**src/rtl/tri_pkg.sv**
```systemverilog
// Shared types for the triangle issue arbiter: FSM encoding and packed-triangle layout.
// Latency: n/a (declarations only).
// Backpressure: n/a.
// Contents: state_t, CW_DEF, TRI_FIELDS, per-coordinate field indices (bit offset = index*CW).
package tri_pkg;

    localparam int CW_DEF     = 3;
    localparam int TRI_FIELDS = 6;

    // Field order inside a packed triangle, counted from the LSB.
    localparam int X1_FLD = 0;
    localparam int Y1_FLD = 1;
    localparam int X2_FLD = 2;
    localparam int Y2_FLD = 3;
    localparam int X3_FLD = 4;
    localparam int Y3_FLD = 5;

    typedef enum logic [2:0] {
        S_IDLE = 3'd0,
        S_V1   = 3'd1,
        S_V2   = 3'd2,
        S_V3   = 3'd3,
        S_WAIT = 3'd4
    } state_t;

endpackage

```
**src/rtl/tri_issue_arb_if.sv**
```systemverilog
// Bundle between two triangle requesters, the rasterizer and the issue arbiter.
// Latency: n/a (wiring only).
// Backpressure: req/gnt per requester; busy from the rasterizer stalls new grants.
// Ports: req0/tri0_dat/gnt0, req1/tri1_dat/gnt1, busy, nt, xo, yo, err.
//   master = requesters + rasterizer side, slave = arbiter side.
interface tri_issue_arb_if
    import tri_pkg::*;
#(
    parameter int CW = CW_DEF
);

    logic                     req0;
    logic [TRI_FIELDS*CW-1:0] tri0_dat;
    logic                     gnt0;
    logic                     req1;
    logic [TRI_FIELDS*CW-1:0] tri1_dat;
    logic                     gnt1;
    logic                     busy;
    logic                     nt;
    logic [CW-1:0]            xo;
    logic [CW-1:0]            yo;
    logic                     err;

    modport master (
        output req0, tri0_dat, req1, tri1_dat, busy,
        input  gnt0, gnt1, nt, xo, yo, err
    );

    modport slave (
        input  req0, tri0_dat, req1, tri1_dat, busy,
        output gnt0, gnt1, nt, xo, yo, err
    );

endinterface

```
**src/rtl/rr_arb2.sv**
```systemverilog
// Two-way round-robin picker producing a one-hot grant.
// Latency: combinational.
// Backpressure: en=0 forces no grant.
// Ports: req[1:0] requests, last = index granted last time, en = grant allowed, gnt[1:0] one-hot.
module rr_arb2 (
    input  logic [1:0] req,
    input  logic       last,
    input  logic       en,
    output logic [1:0] gnt
);

    always_comb begin
        gnt = 2'b00;
        if (en) begin
            // On a tie the requester that did not win last time gets it.
            if (req == 2'b11) begin
                gnt = last ? 2'b01 : 2'b10;
            end else begin
                gnt = req;
            end
        end
    end

endmodule

```
**src/rtl/tri_issue_arb.sv**
```systemverilog
// Arbitrates two triangle requesters and streams the winner's three vertices to a rasterizer.
// Latency: grant in cycle N (combinational), nt + vertex 1 in N+1, vertex 2 in N+2, vertex 3 in N+3.
// Backpressure: no grant while busy=1 or while a triangle is in flight; WAIT until busy rises and falls.
// Ports: clk, reset (sync, active-low), bus (tri_issue_arb_if.slave).
// Optional: define TRIARB_TIMEOUT_EN to add a WAIT watchdog (TO_CYCLES) that pulses err and returns to IDLE.
module tri_issue_arb
    import tri_pkg::*;
#(
    parameter int CW        = CW_DEF,
    parameter int TO_CYCLES = 15
) (
    input  logic           clk,
    input  logic           reset,
    tri_issue_arb_if.slave bus
);

    localparam int TW = TRI_FIELDS * CW;

    // A zero-length watchdog window is meaningless; reject it at elaboration.
    if (TO_CYCLES < 1) begin : g_to_range
        $error("tri_issue_arb: TO_CYCLES must be at least 1");
    end

    state_t        state;
    logic [TW-1:0] tri_q;
    logic          last_q;
    logic          seen_q;
    logic          run_ok_q;   // low for the first cycle after reset release: no grant yet
    logic          arb_en;
    logic [1:0]    gnt;
    logic [TW-1:0] sel_dat;
    logic [CW-1:0] xo_c;
    logic [CW-1:0] yo_c;

`ifdef TRIARB_TIMEOUT_EN
    localparam int TOW = (TO_CYCLES > 1) ? $clog2(TO_CYCLES) : 1;
    localparam logic [TOW-1:0] TO_LAST = TOW'(TO_CYCLES - 1);
    logic [TOW-1:0] to_cnt;
    logic           err_q;
`endif

    // reset is also used combinationally so grants stay low while reset is held.
    assign arb_en = reset && run_ok_q && (state == S_IDLE) && !bus.busy;

    rr_arb2 u_rr (
        .req  ({bus.req1, bus.req0}),
        .last (last_q),
        .en   (arb_en),
        .gnt  (gnt)
    );

    assign bus.gnt0 = gnt[0];
    assign bus.gnt1 = gnt[1];
    assign sel_dat  = gnt[1] ? bus.tri1_dat : bus.tri0_dat;

    always_ff @(posedge clk) begin
        if (!reset) begin
            state    <= S_IDLE;
            tri_q    <= '0;
            last_q   <= 1'b1;
            seen_q   <= 1'b0;
            run_ok_q <= 1'b0;
`ifdef TRIARB_TIMEOUT_EN
            to_cnt   <= '0;
            err_q    <= 1'b0;
`endif
        end else begin
            run_ok_q <= 1'b1;
`ifdef TRIARB_TIMEOUT_EN
            err_q    <= 1'b0;
`endif
            unique case (state)
                S_IDLE: begin
                    if (gnt != 2'b00) begin
                        tri_q  <= sel_dat;
                        last_q <= gnt[1];
                        state  <= S_V1;
                    end
                end
                S_V1: state <= S_V2;
                S_V2: state <= S_V3;
                S_V3: state <= S_WAIT;
                S_WAIT: begin
                    // Completion means busy was seen high and has now dropped;
                    // busy low on its own never ends the wait.
                    if (seen_q && !bus.busy) begin
                        state  <= S_IDLE;
                        seen_q <= 1'b0;
`ifdef TRIARB_TIMEOUT_EN
                        to_cnt <= '0;
`endif
                    end else if (bus.busy) begin
                        seen_q <= 1'b1;
                    end
`ifdef TRIARB_TIMEOUT_EN
                    else begin
                        // Rasterizer never started: give up after TO_CYCLES idle WAIT cycles.
                        if (to_cnt == TO_LAST) begin
                            to_cnt <= '0;
                            err_q  <= 1'b1;
                            state  <= S_IDLE;
                        end else begin
                            to_cnt <= to_cnt + 1'b1;
                        end
                    end
`endif
                end
                default: state <= S_IDLE;
            endcase
        end
    end

    // Vertex outputs are a decode of registered state and the captured triangle.
    always_comb begin
        xo_c = '0;
        yo_c = '0;
        case (state)
            S_V1: begin
                xo_c = tri_q[X1_FLD*CW +: CW];
                yo_c = tri_q[Y1_FLD*CW +: CW];
            end
            S_V2: begin
                xo_c = tri_q[X2_FLD*CW +: CW];
                yo_c = tri_q[Y2_FLD*CW +: CW];
            end
            S_V3: begin
                xo_c = tri_q[X3_FLD*CW +: CW];
                yo_c = tri_q[Y3_FLD*CW +: CW];
            end
            default: begin
                xo_c = '0;
                yo_c = '0;
            end
        endcase
    end

    assign bus.nt = (state == S_V1);
    assign bus.xo = xo_c;
    assign bus.yo = yo_c;

`ifdef TRIARB_TIMEOUT_EN
    assign bus.err = err_q;
`else
    assign bus.err = 1'b0;
`endif

endmodule

```
**src/flat_wrapper.sv**
```systemverilog
// flat-port wrapper written by rule: the top's interface ports become plain ports
module tri_issue_arb_flat import tri_pkg::*;
#(
    parameter int CW        = CW_DEF,
    parameter int TO_CYCLES = 15
)
  (clk, reset, bus_req0, bus_tri0_dat, bus_req1, bus_tri1_dat, bus_busy, bus_gnt0, bus_gnt1, bus_nt, bus_xo, bus_yo, bus_err);
  tri_issue_arb_if #(.CW(CW)) bus_i ();
  input  logic clk;
  input  logic reset;
  input wire logic [$bits(bus_i.req0)-1:0] bus_req0;
  input wire logic [$bits(bus_i.tri0_dat)-1:0] bus_tri0_dat;
  input wire logic [$bits(bus_i.req1)-1:0] bus_req1;
  input wire logic [$bits(bus_i.tri1_dat)-1:0] bus_tri1_dat;
  input wire logic [$bits(bus_i.busy)-1:0] bus_busy;
  output wire logic [$bits(bus_i.gnt0)-1:0] bus_gnt0;
  output wire logic [$bits(bus_i.gnt1)-1:0] bus_gnt1;
  output wire logic [$bits(bus_i.nt)-1:0] bus_nt;
  output wire logic [$bits(bus_i.xo)-1:0] bus_xo;
  output wire logic [$bits(bus_i.yo)-1:0] bus_yo;
  output wire logic [$bits(bus_i.err)-1:0] bus_err;
  assign bus_i.req0 = bus_req0;
  assign bus_i.tri0_dat = bus_tri0_dat;
  assign bus_i.req1 = bus_req1;
  assign bus_i.tri1_dat = bus_tri1_dat;
  assign bus_i.busy = bus_busy;
  assign bus_gnt0 = bus_i.gnt0;
  assign bus_gnt1 = bus_i.gnt1;
  assign bus_nt = bus_i.nt;
  assign bus_xo = bus_i.xo;
  assign bus_yo = bus_i.yo;
  assign bus_err = bus_i.err;
  tri_issue_arb #(.CW(CW), .TO_CYCLES(TO_CYCLES)) u_core (.clk(clk), .reset(reset), .bus(bus_i));
endmodule
```
**config.mk**
```make
export PLATFORM = sky130hd
export DESIGN_NAME = tri_issue_arb_flat
export DESIGN_NICKNAME = d
export VERILOG_FILES = /design/src/rtl/tri_pkg.sv /design/src/rtl/tri_issue_arb_if.sv /design/src/rtl/rr_arb2.sv /design/src/rtl/tri_issue_arb.sv /design/src/flat_wrapper.sv
export SDC_FILE = /design/constraint.sdc
export NUM_CORES = 1
export LEC_CHECK = 0
export ABC_AREA = 1
export CORE_ASPECT_RATIO = 0.7
export CORE_UTILIZATION = 40
export DETAILED_ROUTE_END_ITERATION = 7
export PLACE_DENSITY = 0.8
export SLEW_MARGIN = 20
export SYNTH_ARGS = -nofsm -noshare
export SYNTH_HDL_FRONTEND = slang
export SYNTH_SLANG_ARGS = --single-unit
```
**constraint.sdc**
```tcl
create_clock -name clk -period 1.15 [get_ports clk]
set_input_delay 0.1725 -clock clk [delete_from_list [all_inputs] [get_ports clk]]
set_output_delay 0.1725 -clock clk [all_outputs]
set_load 0.05 [all_outputs]
```
==> flow_metrics.py <==
metrics = {
    "yosys": {
        "netlist_top_cells_count": "nand2_1, nor2_1, inv_1",
        "async_flop_share_pct": 0,
        "syn_inst": 234,
        "netlist_area_um2": 1390,
        "synth.most_common_cell": "nand2_1",
        "yosys_warnings": 0,
        "synthFlopType": "dfxtp_1",
        "synth_seq_area_share_pct": 34.5,
        "synth_cell_type_count": 17,
        "yosys.area.top_type": "dfxtp_1",
        "netlist.area_leader.share_pct": 34.5,
        "avgSynthCellArea_um2": 5.95,
        "synth.ff_latch_count": 24,
        "synthTopCellsByArea": "dfxtp_1, nand2_1, nor2_1",
        "syn_nets": 275,
        "synth_edf_count": 0,
    },
    "placed_design": {
        "dp_cells": 338,
        "port_buffers": 49,
        "place_congestion": 0.831,
        "post-dp-hpwl_mm": 2.60,
        "dp_slack_ns": -0.498,
    },
    "worst_setup_path": {
        "worst_r2r_path_depth": 11,
        "endpoint_kind": "flop",
        "cp_max_fo": 6,
        "worstSetupPathType": "reg -> reg",
        "worstPathRequired_ns": 1.36,
        "r2r_setup_slack_ns": -0.60,
        "crit_path_start_kind": "flop",
        "worstPathArrival_ns": 1.96,
        "r2r-end": "u_core.state[0]$_SDFFE_PN0P_",
        "timing.rr.start": "u_core.state[0]$_SDFFE_PN0P_",
    },
    "routing": {
        "firstDrtPassIters": 5,
        "wl_mm": 7.39,
        "drt_iter0_drc": 294,
        "wl_per_cell_um": 20.5,
        "drc": 0,
        "routed_via_density": 5.65,
        "postRouteAntennaNets": 0,
        "dr_total_vias": 2033,
    },
    "die": {
        "ioPinCount": 51,
        "coreArea_um2": 3230,
        "die-height_um": 51.3,
        "start_util_pct": 43.0,
        "placementRows": 17,
        "die-area_um2": 3720,
        "die_w_um": 72.5,
    },
    "timing": {
        "finalCritPeriodShare_pct": 152,
        "fin_crit_ns": 1.75,
        "hold_viol": 0,
        "setup_viol": 30,
        "rsz0062_at_grt": "yes",
        "finClkSkew_ns": 0.00735,
        "setup_ws_ns": -0.596,
        "fmax_ghz": 0.573,
        "finalSetupTns_ns": -14.45,
        "maxSlewViolCount": 0,
    },
    "global_routing": {
        "grt_antenna_before_repair": 0,
        "grt_max_degree": 22,
        "grt_pass1_wl_mm": 8.91,
        "gr-usage-all-layers_pct": 33.0,
        "overflow": 0,
        "grt_pass1_vias": 1757,
    },
    "cells_and_area": {
        "antennaDiodeCount": 0,
        "drive_gt1_share_pct": 45.7,
        "syn_to_final_growth_pct": 119,
        "final_core_util_pct": 94.0,
        "nFillCells": 100,
        "fin_cells": 360,
        "nets": 355,
    },
    "clocking": {
        "cts_hold_buf": 0,
        "cts_buffer_depth": 2,
        "clock_latency_ns": 0.28,
        "cts_num_sinks": 24,
        "ctsHtreeMaxLevel": 1,
        "cts_tree": "done",
        "root_buffer": "clkbuf_8",
        "clkTransAtPathRegs_ns": 0.09,
        "cts_made_buffers": 3,
    },
    "pwr": {
        "p_leak_nw": 1.33,
        "p_sw_share_pct": 40.2,
        "p_int_mw": 2.31,
        "p_comb_share_pct": 52.6,
        "p_clk_share_pct": 20.3,
        "p_seq_share_pct": 27.1,
        "peakVddDrop_mv": 0.767,
        "power_switching_mw": 1.55,
        "powerDensity_nw_per_um2": 1270,
        "finalPower_mw": 3.86,
    },
    "worst_hold_path": {
        "hold_class": "reg -> reg",
        "hold_start": "u_core.seen_q$_SDFFE_PN0P_",
        "hold_end": "u_core.seen_q$_SDFFE_PN0P_",
        "whs_path_depth": 2,
    },
    "job": {
        "drv_cap": 0,
    },
    "status": {
        "status": "complete, but fails checks",
        "violations": "setup timing",
    },
}
-- critical path, cell delays in order (launching register included) --
cell and delay, ns:
dfxtp_4 0.39, nor2_4 0.14, nand2_2 0.07, nor2_4 0.13, buf_6 0.14, buf_6 0.11
o21ai_4 0.12, buf_6 0.17, buf_16 0.14, nand2_1 0.06, nand3_1 0.08, nor2_1 0.11
-- cell usage in the layout (no fill, tap or decap), drive strengths merged --
cell and instances:
nand2 88, buf 47, nor2 42, clkdlybuf4s50 40, inv 27, dfxtp 24
nand3 23, o221ai 6, a21oi 4, nor3 3, clkbuf 3, clkinvlp 1
and2 1, o21ai 1, o31ai 1, conb 1, bufinv 1
-- cells by family after synthesis --
kind of cell / synth area share, %
AND/OR/NAND/NOR: 44.9
buffers and inverters: 13.4
flip-flops: 34.5
AO/OA/AOI/OAI: 6.92
other: 0.270
-- state kept, by name, indices dropped and copies added (netlist names) --
| name | cells |
|---|---|
| u_core.state | 3 |
| u_core.run_ok_q | 1 |
| u_core.last_q | 1 |
| u_core.tri_q | 18 |
| u_core.seen_q | 1 |
-- metal layers --
layer	up-vias	track usage, %	routed length, µm
li1	886	-	-
met1	946	43.3	2850
met5	-	0	0
met3	49	6.51	733
met2	152	52.8	3400
met4	0	14.1	394
-- through the flow --
| stage | hold WS (ns) | cell area, µm² |
|---|---|---|
| finish | 0.514 | 3040 |
| global route | 0.522 | 3040 |
| CTS | 0.484 | 2860 |
| detailed placement | 0.471 | 2290 |
| global placement | 0.461 | 2290 |
| floorplan | 0.200 | 1520 |
-- final cells by class --
cell class | instances | area, µm² | area share [%]
multi-input cells | 170 | 1220 | 40.0
inverters | 28 | 124 | 4.07
repair buffers | 87 | 1080 | 35.5
well taps | 47 | 58.8 | 1.93
clock buffers | 3 | 41.3 | 1.36
flip-flops and latches | 24 | 492 | 16.2
clock inverters | 1 | 30.0 | 0.988
-- worst max-delay path by stage --
| stage | end | depth (start not counted) | slack [ns] | startpoint |
|---|---|---|---|---|
| final | u_core.state[0]$_SDFFE_PN0P_ | 11 | -0.60 | u_core.state[0]$_SDFFE_PN0P_ |
| after global routing | u_core.state[0]$_SDFFE_PN0P_ | 11 | -0.63 | u_core.state[0]$_SDFFE_PN0P_ |
| after CTS | bus_xo[0] | 6 | -0.50 | u_core.state[2]$_SDFFE_PN0P_ |
| after detailed placement | u_core.tri_q[4]$_SDFFE_PN0P_ | 10 | -0.50 | reset |
| after global placement | bus_gnt0 | 7 | -0.49 | reset |
| after floorplan | bus_xo[1] | 4 | -0.53 | u_core.state[0]$_SDFFE_PN0P_ |
-- power groups by stage --
stage	combinational, mW	clock, mW	sequential, mW
final	2.03	0.784	1.05
after global routing	2.09	0.806	1.05
after CTS	1.65	0.756	0.985
after detailed placement	1.24	0	1.00
after global placement	1.23	0	0.999
after floorplan	0.678	0	0.997
-- repair_timing --
item,CTS,global route
setup buffers,14,5
setup endpoints to repair,30,31
pin swaps,33,21
cloned,7,0
resized for setup,64,70
(Power assumes the default switching activity.)
